<file path="src/rtl/count_seq_ctrl_if.sv">
// Command, status and counter-control bundle between a host and count_seq_ctrl.
// The counter output is fed back through the same bundle so endpoint detection stays local.
interface count_seq_ctrl_if #(
    parameter int Nbits = 4,
    parameter int Pbits = 4
);
    logic             start;
    logic             abort;
    logic             pause;
    logic [Nbits-1:0] start_val;
    logic [Nbits-1:0] end_val;
    logic             dir;
    logic             bounce;
    logic [Pbits-1:0] passes;
    logic [Nbits-1:0] counter;
    logic             cnt_ena;
    logic             cnt_load;
    logic             cnt_updwn;
    logic [Nbits-1:0] cnt_data;
    logic             busy;
    logic             done;
    logic [Pbits-1:0] passes_left;

    modport master (
        output start, abort, pause, start_val, end_val, dir, bounce, passes, counter,
        input  cnt_ena, cnt_load, cnt_updwn, cnt_data, busy, done, passes_left
    );

    modport slave (
        input  start, abort, pause, start_val, end_val, dir, bounce, passes, counter,
        output cnt_ena, cnt_load, cnt_updwn, cnt_data, busy, done, passes_left
    );
endinterface

</file>
<file path="src/rtl/count_seq_ctrl.sv">
// Sequencer that loads an up/down counter with a start value and runs it to an end value,
// optionally bouncing between the two endpoints for a programmed number of passes.
module count_seq_ctrl #(
    parameter int Nbits = 4,
    parameter int Pbits = 4
) (
    input  logic             i_clk,
    input  logic             i_rst,    // asynchronous, active-low
    count_seq_ctrl_if.slave  bus
);

    typedef enum logic [1:0] {
        S_IDLE = 2'd0,
        S_LOAD = 2'd1,
        S_RUN  = 2'd2,
        S_DONE = 2'd3
    } state_t;

    state_t           r_state;
    logic [Nbits-1:0] r_start_val;
    logic [Nbits-1:0] r_end_val;
    logic [Nbits-1:0] r_target;
    logic             r_dir;
    logic             r_bounce;
    logic [Pbits-1:0] r_passes_left;

    logic             w_hit;
    logic             w_cnt_ena;
    logic             w_cnt_load;
    logic             w_cnt_updwn;
    logic [Nbits-1:0] w_cnt_data;
    logic             w_done;

    assign w_hit = (bus.counter == r_target);

    // Sequence state and the command fields latched when a start is accepted.
    always_ff @(posedge i_clk or negedge i_rst) begin
        if (!i_rst) begin
            r_state       <= S_IDLE;
            r_start_val   <= '0;
            r_end_val     <= '0;
            r_target      <= '0;
            r_dir         <= 1'b0;
            r_bounce      <= 1'b0;
            r_passes_left <= '0;
        end else begin
            case (r_state)
                S_IDLE: begin
                    if (bus.start) begin
                        r_start_val   <= bus.start_val;
                        r_end_val     <= bus.end_val;
                        r_target      <= bus.end_val;
                        r_dir         <= bus.dir;
                        r_bounce      <= bus.bounce;
                        r_passes_left <= (bus.passes == '0) ? Pbits'(1'b1) : bus.passes;
                        r_state       <= S_LOAD;
                    end else begin
                        r_state <= S_IDLE;
                    end
                end
                S_LOAD: begin
                    r_state <= bus.abort ? S_IDLE : S_RUN;
                end
                S_RUN: begin
                    if (bus.abort) begin
                        r_state <= S_IDLE;
                    end else if (w_hit) begin
                        // Reverse at the endpoint while passes remain; equal endpoints swap harmlessly.
                        if (r_bounce && (r_passes_left > Pbits'(1'b1))) begin
                            r_target      <= (r_target == r_end_val) ? r_start_val : r_end_val;
                            r_dir         <= ~r_dir;
                            r_passes_left <= r_passes_left - Pbits'(1'b1);
                            r_state       <= S_RUN;
                        end else begin
                            r_state <= S_DONE;
                        end
                    end else begin
                        r_state <= S_RUN;
                    end
                end
                S_DONE: begin
                    r_state <= S_IDLE;
                end
                default: begin
                    r_state <= S_IDLE;
                end
            endcase
        end
    end

    // Counter controls decode from state plus the live compare so the counter stops on target.
    always_comb begin
        w_cnt_ena   = 1'b0;
        w_cnt_load  = 1'b0;
        w_cnt_updwn = 1'b0;
        w_cnt_data  = '0;
        w_done      = 1'b0;
        case (r_state)
            S_LOAD: begin
                w_cnt_data = r_start_val;
                if (!bus.abort) begin
                    w_cnt_ena  = 1'b1;
                    w_cnt_load = 1'b1;
                end else begin
                    w_cnt_ena  = 1'b0;
                    w_cnt_load = 1'b0;
                end
            end
            S_RUN: begin
                w_cnt_updwn = r_dir;
                if (!bus.abort && !w_hit) begin
                    w_cnt_ena = ~bus.pause;
                end else begin
                    w_cnt_ena = 1'b0;
                end
            end
            S_DONE: begin
                w_done = ~bus.abort;
            end
            default: begin
                w_cnt_ena = 1'b0;
            end
        endcase
    end

    assign bus.cnt_ena     = w_cnt_ena;
    assign bus.cnt_load    = w_cnt_load;
    assign bus.cnt_updwn   = w_cnt_updwn;
    assign bus.cnt_data    = w_cnt_data;
    assign bus.done        = w_done;
    assign bus.busy        = (r_state != S_IDLE);
    assign bus.passes_left = r_passes_left;

endmodule

</file>
<file path="src/flat_wrapper.sv">
// flat-port wrapper written by rule: the top's interface ports become plain ports
module count_seq_ctrl_flat 
#(
    parameter int Nbits = 4,
    parameter int Pbits = 4
)
  (i_clk, i_rst, bus_start, bus_abort, bus_pause, bus_start_val, bus_end_val, bus_dir, bus_bounce, bus_passes, bus_counter, bus_cnt_ena, bus_cnt_load, bus_cnt_updwn, bus_cnt_data, bus_busy, bus_done, bus_passes_left);
  count_seq_ctrl_if #(.Nbits(Nbits), .Pbits(Pbits)) bus_i ();
  input  logic i_clk;
  input  logic i_rst;
  input wire logic [$bits(bus_i.start)-1:0] bus_start;
  input wire logic [$bits(bus_i.abort)-1:0] bus_abort;
  input wire logic [$bits(bus_i.pause)-1:0] bus_pause;
  input wire logic [$bits(bus_i.start_val)-1:0] bus_start_val;
  input wire logic [$bits(bus_i.end_val)-1:0] bus_end_val;
  input wire logic [$bits(bus_i.dir)-1:0] bus_dir;
  input wire logic [$bits(bus_i.bounce)-1:0] bus_bounce;
  input wire logic [$bits(bus_i.passes)-1:0] bus_passes;
  input wire logic [$bits(bus_i.counter)-1:0] bus_counter;
  output wire logic [$bits(bus_i.cnt_ena)-1:0] bus_cnt_ena;
  output wire logic [$bits(bus_i.cnt_load)-1:0] bus_cnt_load;
  output wire logic [$bits(bus_i.cnt_updwn)-1:0] bus_cnt_updwn;
  output wire logic [$bits(bus_i.cnt_data)-1:0] bus_cnt_data;
  output wire logic [$bits(bus_i.busy)-1:0] bus_busy;
  output wire logic [$bits(bus_i.done)-1:0] bus_done;
  output wire logic [$bits(bus_i.passes_left)-1:0] bus_passes_left;
  assign bus_i.start = bus_start;
  assign bus_i.abort = bus_abort;
  assign bus_i.pause = bus_pause;
  assign bus_i.start_val = bus_start_val;
  assign bus_i.end_val = bus_end_val;
  assign bus_i.dir = bus_dir;
  assign bus_i.bounce = bus_bounce;
  assign bus_i.passes = bus_passes;
  assign bus_i.counter = bus_counter;
  assign bus_cnt_ena = bus_i.cnt_ena;
  assign bus_cnt_load = bus_i.cnt_load;
  assign bus_cnt_updwn = bus_i.cnt_updwn;
  assign bus_cnt_data = bus_i.cnt_data;
  assign bus_busy = bus_i.busy;
  assign bus_done = bus_i.done;
  assign bus_passes_left = bus_i.passes_left;
  count_seq_ctrl #(.Nbits(Nbits), .Pbits(Pbits)) u_core (.i_clk(i_clk), .i_rst(i_rst), .bus(bus_i));
endmodule
</file>
<file path="config.mk">
export PLATFORM = sky130hd
export DESIGN_NAME = count_seq_ctrl_flat
export DESIGN_NICKNAME = d
export VERILOG_FILES = /design/src/rtl/count_seq_ctrl_if.sv /design/src/rtl/count_seq_ctrl.sv /design/src/flat_wrapper.sv
export SDC_FILE = /design/constraint.sdc
export NUM_CORES = 1
export LEC_CHECK = 0
export ABC_CLOCK_PERIOD_IN_PS = 2300
export BUFFER_PORTS_ARGS = -buffer_cell sky130_fd_sc_hd__buf_4
export CAP_MARGIN = 30
export CORE_MARGIN = 4
export CORE_UTILIZATION = 39
export CTS_CLUSTER_SIZE = 25
export DETAILED_ROUTE_END_ITERATION = 10
export MAX_ROUTING_LAYER = met4
export PLACE_DENSITY_LB_ADDON = 0.08
export SYNTH_ARGS = -nofsm -noshare
export SYNTH_HDL_FRONTEND = slang
export SYNTH_SLANG_ARGS = --single-unit
</file>
<file path="constraint.sdc">
create_clock -name i_clk -period 2.3 [get_ports i_clk]
set_input_delay 0.23 -clock i_clk [delete_from_list [all_inputs] [get_ports i_clk]]
set_output_delay 0.23 -clock i_clk [all_outputs]
set_load 0.1 [all_outputs]
</file>
# After elaboration in Yosys (flattened, before gate mapping)
# Cells that the tools add are included.
classes:
  add_sub_neg: 1
  order_cmp: 1
  eq_ne: 9
  muxes: 30
  n_bitwise: 3
  reduce_logical: 10
ops:
  columns: ["op", "count"]
  rows:
  - ["$mux W4", 11]
  - ["$pmux W4 S2", 2]
  - ["$mux W1", 12]
  - ["$eq A4 B4 Y1", 2]
  - ["$pmux W2 S4", 1]
  - ["$reduce_and A5 Y1", 1]
  - ["$eq A2 B2 Y1 const B", 2]
  - ["$gt A4 B1 Y1 const B", 1]
  - ["$logic_not A4 Y1", 1]
  - ["$mux W2", 2]
  - ["$ne A2 B1 Y1 const B", 2]
  - ["$ne A2 B2 Y1 const B", 2]
  - ["$pmux W1 S2", 2]
  - ["$reduce_bool A2 Y1", 2]
  - ["$sub A4 B1 Y4 const B", 1]
  - ["$not A1 Y1", 3]
  - ["$eq A2 B1 Y1 const B", 1]
  - ["$logic_and A1 B1 Y1", 2]
  - ["$logic_not A1 Y1", 2]
  - ["$logic_not A2 Y1", 1]
  - ["$reduce_and A2 Y1", 1]
totals:
  register_bits: 20
  input_bits: 23

# Longest topological paths before layout
logic_depth:
  ltp_word: 6
  ltp_mapped: 8
  mapped_depth_nobuf: 7

# Worst setup path before layout
# No wires, ideal clock.
synth_path:
  path_kind: "register to output"
  start: "reg u_core.r_state[0]"
  end: "out bus_cnt_ena"
  t_arrival_ns: 3.533
  required_ns: 2.070
  slack_ns: -1.463
  path_stages_with_launch: 7
  path_buffers: 2
  cell_sequence: "dfrtp_1 inv_1 ha_1 clkbuf_1 clkbuf_1 a31oi_1 nor3b_1"
synth_via:
  elab_chain_cells: 2
synth_rtl:
  columns: ["item", "line_no", "source"]
  rows:
  - ["start, declared", "count_seq_ctrl.sv:19", "state_t r_state;"]
  - ["start signal, assigned", "count_seq_ctrl.sv:62", "r_state <= bus.abort ? S_IDLE : S_RUN;"]
  - ["$eq A2 B2 Y1 / $eq A2 B1 Y1 (equally long branches)", "count_seq_ctrl.sv:98", "case (r_state)"]
  - ["$pmux W1 S2 *", "count_seq_ctrl.sv:98", null]
  - ["end, declared", "flat_wrapper.sv:20", "output wire logic [$bits(bus_i.cnt_ena)-1:0] bus_cnt_ena;"]
# Every way passes the cells marked *; elsewhere a longest branch is shown, timed or not.

# Worst setup path after layout
# Ends and elaborated chain as after synthesis.

==> flow_summary.json <==
{
  "synth.avg_cell_area_um2": 10.6,
  "grt_max_degree": 22,
  "clk_latency_ns": 0.30,
  "ys_seq_area_frac": 0.413,
  "viasPerCell": 5.30,
  "crit_chain": "inv_1 > ha_1 > buf_4 > a31oi_1 > nor3b_4 > buf_4",
  "critPathBufInv": 3,
  "ys_seq_elements": 20,
  "synth.largest_area_cell": "dfrtp_1",
  "io_buffers": 35,
  "grt.overflow.total": 0,
  "avgRoutedWirePerCell_um": 15.1,
  "yosys_warnings": 0,
  "diodes": 0,
  "start_kind": "flip-flop",
  "vias": 981,
  "root_buffer": "clkbuf_4",
  "htreeDepth": 1,
  "synth_top_area_share": 0.413,
  "critPathSlowestCell": "dfrtp_1",
  "clk_pin_slew_ns": 0.11,
  "intPower_uw": 744,
  "syn_nets": 143,
  "setup_viol": 0,
  "setup_tns_ns": 0,
  "drv_cap": 0,
  "slew_viol_final": 0,
  "arrival_ns": 1.90,
  "drtAntennaViolNets": 0,
  "area_growth_pct": 30.9,
  "ys_async_sr_fraction": 1.00,
  "hold_class": "input port to flip-flop",
  "synth_area_leaders": "dfrtp_1 (41%), mux2_2 (8.4%), ha_1 (6.2%)",
  "synth_cell_types": 31,
  "peakVddDrop_uv": 521,
  "fp.dieH_um": 63.7,
  "start_util": 0.425,
  "grt_pass1_wl_mm": 4.79,
  "first_pass_iters": 4,
  "ios": 36,
  "hpwl_mm": 2.15,
  "final.min_clock_period_ns": 2.13,
  "antenna_found_initial": 0,
  "synthFlopType": "dfrtp_1",
  "cp_top_family": "buffers and inverters",
  "switching_power_uw": 533,
  "die-area_um2": 4060,
  "share_comb_of_total_power": 0.451,
  "p_clk_frac": 0.160,
  "slew_headroom": 0.731,
  "critPathCaptureType": "output pin",
  "cts_tree": "yes",
  "clockBufferDepth": 2,
  "whs_ns": 0.154,
  "worst_slew_pin_slew_ns": 0.400,
  "rsz0062_at_grt": "no",
  "yosysMostFrequentCell": "dfrtp_1",
  "power_density_nw_per_um2": 806,
  "fillers": 269,
  "drive_above_1_share": 0.403,
  "cpPeakStageDelay_ns": 0.42,
  "worst-path-max-fanout": 21,
  "worst_path_most_repeated_cell": "buf_4",
  "grt_use_total": 0.154,
  "drtIter0Drc": 31,
  "p_seq_frac": 0.389,
  "cts_buffers": 3,
  "synth_common_cells": "dfrtp_1 (20), inv_1 (9), mux2_2 (9), nor2_1 (9), xnor2_1 (8)",
  "gp_congestion": 0.766,
  "grt_pass1_vias": 1079,
  "skew_ns": 0.00428,
  "core_area_um2": 2850,
  "p_leak_uw": 0.000772,
  "clkSinkCount": 20,
  "status": "finished clean",
  "max_freq_mhz": 469,
  "hold_viol_final": 0,
  "routed_wirelength_mm": 2.80,
  "route.detailed.drc": 0,
  "syn_inst": 114,
  "die_x_um": 63.7,
  "p_sw_frac": 0.418,
  "synth_edf_count": 0,
  "num_rows": 19,
  "fin_nets": 184,
  "synth_area_um2": 1210,
  "crit_type": "flip-flop to output pin",
  "fin_crit_sh": 0.927,
  "worstPathRequired_ns": 2.07
}
-- placed cells by master, fill, tap and decap left out, types with 3 or more instances in the layout --
cell / count
mux2_2: 9
and2_1: 5
inv_1: 9
a21oi_1: 6
buf_4: 39
o21ai_0: 4
xnor2_1: 8
clkbuf_4: 3
mux2i_1: 5
mux2_4: 5
dfrtp_1: 18
ha_1: 6
nor2_1: 9
-- area by class of cell --
type                    instances  area [um^2]  share of cell area
multi-input cells              81          666               0.420
flip-flops and latches         20          508               0.320
repair buffers                 40          303               0.191
well taps                      31         38.8              0.0245
clock buffers                   4         36.3              0.0229
inverters                       9         33.8              0.0213
-- final timing paths --
check	startpoint	end	slack, ns	depth (start not counted)
worst max-delay path	u_core.r_state[0]	bus_cnt_ena	0.17	6
worst min-delay path	bus_start_val[2]	u_core.r_start_val[2]	0.15	2
worst max register to register	u_core.bus.passes_left[1]	u_core.r_target[0]	0.20	7
worst min register to register	u_core.r_dir	u_core.r_dir	0.52	1
max in group asynchronous	i_rst	u_core.bus.passes_left[1]	1.73	2
min in group asynchronous	i_rst	u_core.r_dir	0.33	2
-- cells by family (layout without fill, tap and decap cells) --
kind of cell / Yosys count / after routing / synth area share
and+or+nand+nor: 27 / 27 / 0.124
AOI/OAI and AO/OA: 21 / 21 / 0.110
DFF: 20 / 20 / 0.413
muxes: 19 / 19 / 0.187
buffers and inverters: 13 / 53 / 0.0465
xor gates and xnor gates: 8 / 8 / 0.0579
adders and majority gates: 6 / 6 / 0.0620
-- per-layer routing --
metal | up-vias | GRT usage | routed length [um]
met1 | 460 | 0.178 | 1210
met3 | 8 | 0.0497 | 214
met2 | 38 | 0.253 | 1340
li1 | 475 | - | -
met4 | 0 | 0.0458 | 33
met5 | - | - | 0
-- sequential cells by signal (all words and copies together), names as in the netlist --
signal	count
u_core.r_end_val	4
u_core.r_bounce	1
u_core.bus.passes_left	4
u_core.r_state	2
u_core.r_start_val	4
u_core.r_target	4
u_core.r_dir	1
-- repair_timing --
action,in CTS,in global routing
gates resized for setup,0,0
endpoints found under the hold margin,20,0
hold buffers,1,0
setup buffers,0,0
-- through the flow --
step / instance area (um^2) / utilization / total power, uW / setup WS, ns / std cells
2_1_floorplan: 1230 / - / 932 / 0.00668 / 114
3_3_place_gp: 1540 / 0.539 / 1070 / 0.292 / 180
3_5_place_dp: 1540 / 0.539 / 1080 / 0.206 / 180
4_1_cts: 1590 / 0.556 / 1290 / 0.146 / 185
5_1_grt: 1590 / 0.556 / 1350 / 0.0383 / 185
6_report: 1590 / 0.556 / 1280 / 0.167 / 185
-- power by group through the flow --
stage | clock, uW | combinational (uW) | sequential, uW
2_1_floorplan | 0 | 333 | 599
3_3_place_gp | 0 | 572 | 500
3_5_place_dp | 0 | 577 | 504
4_1_cts | 210 | 581 | 496
5_1_grt | 227 | 620 | 508
6_report | 205 | 576 | 497
Note: power is estimated with default switching activity, not from simulation.
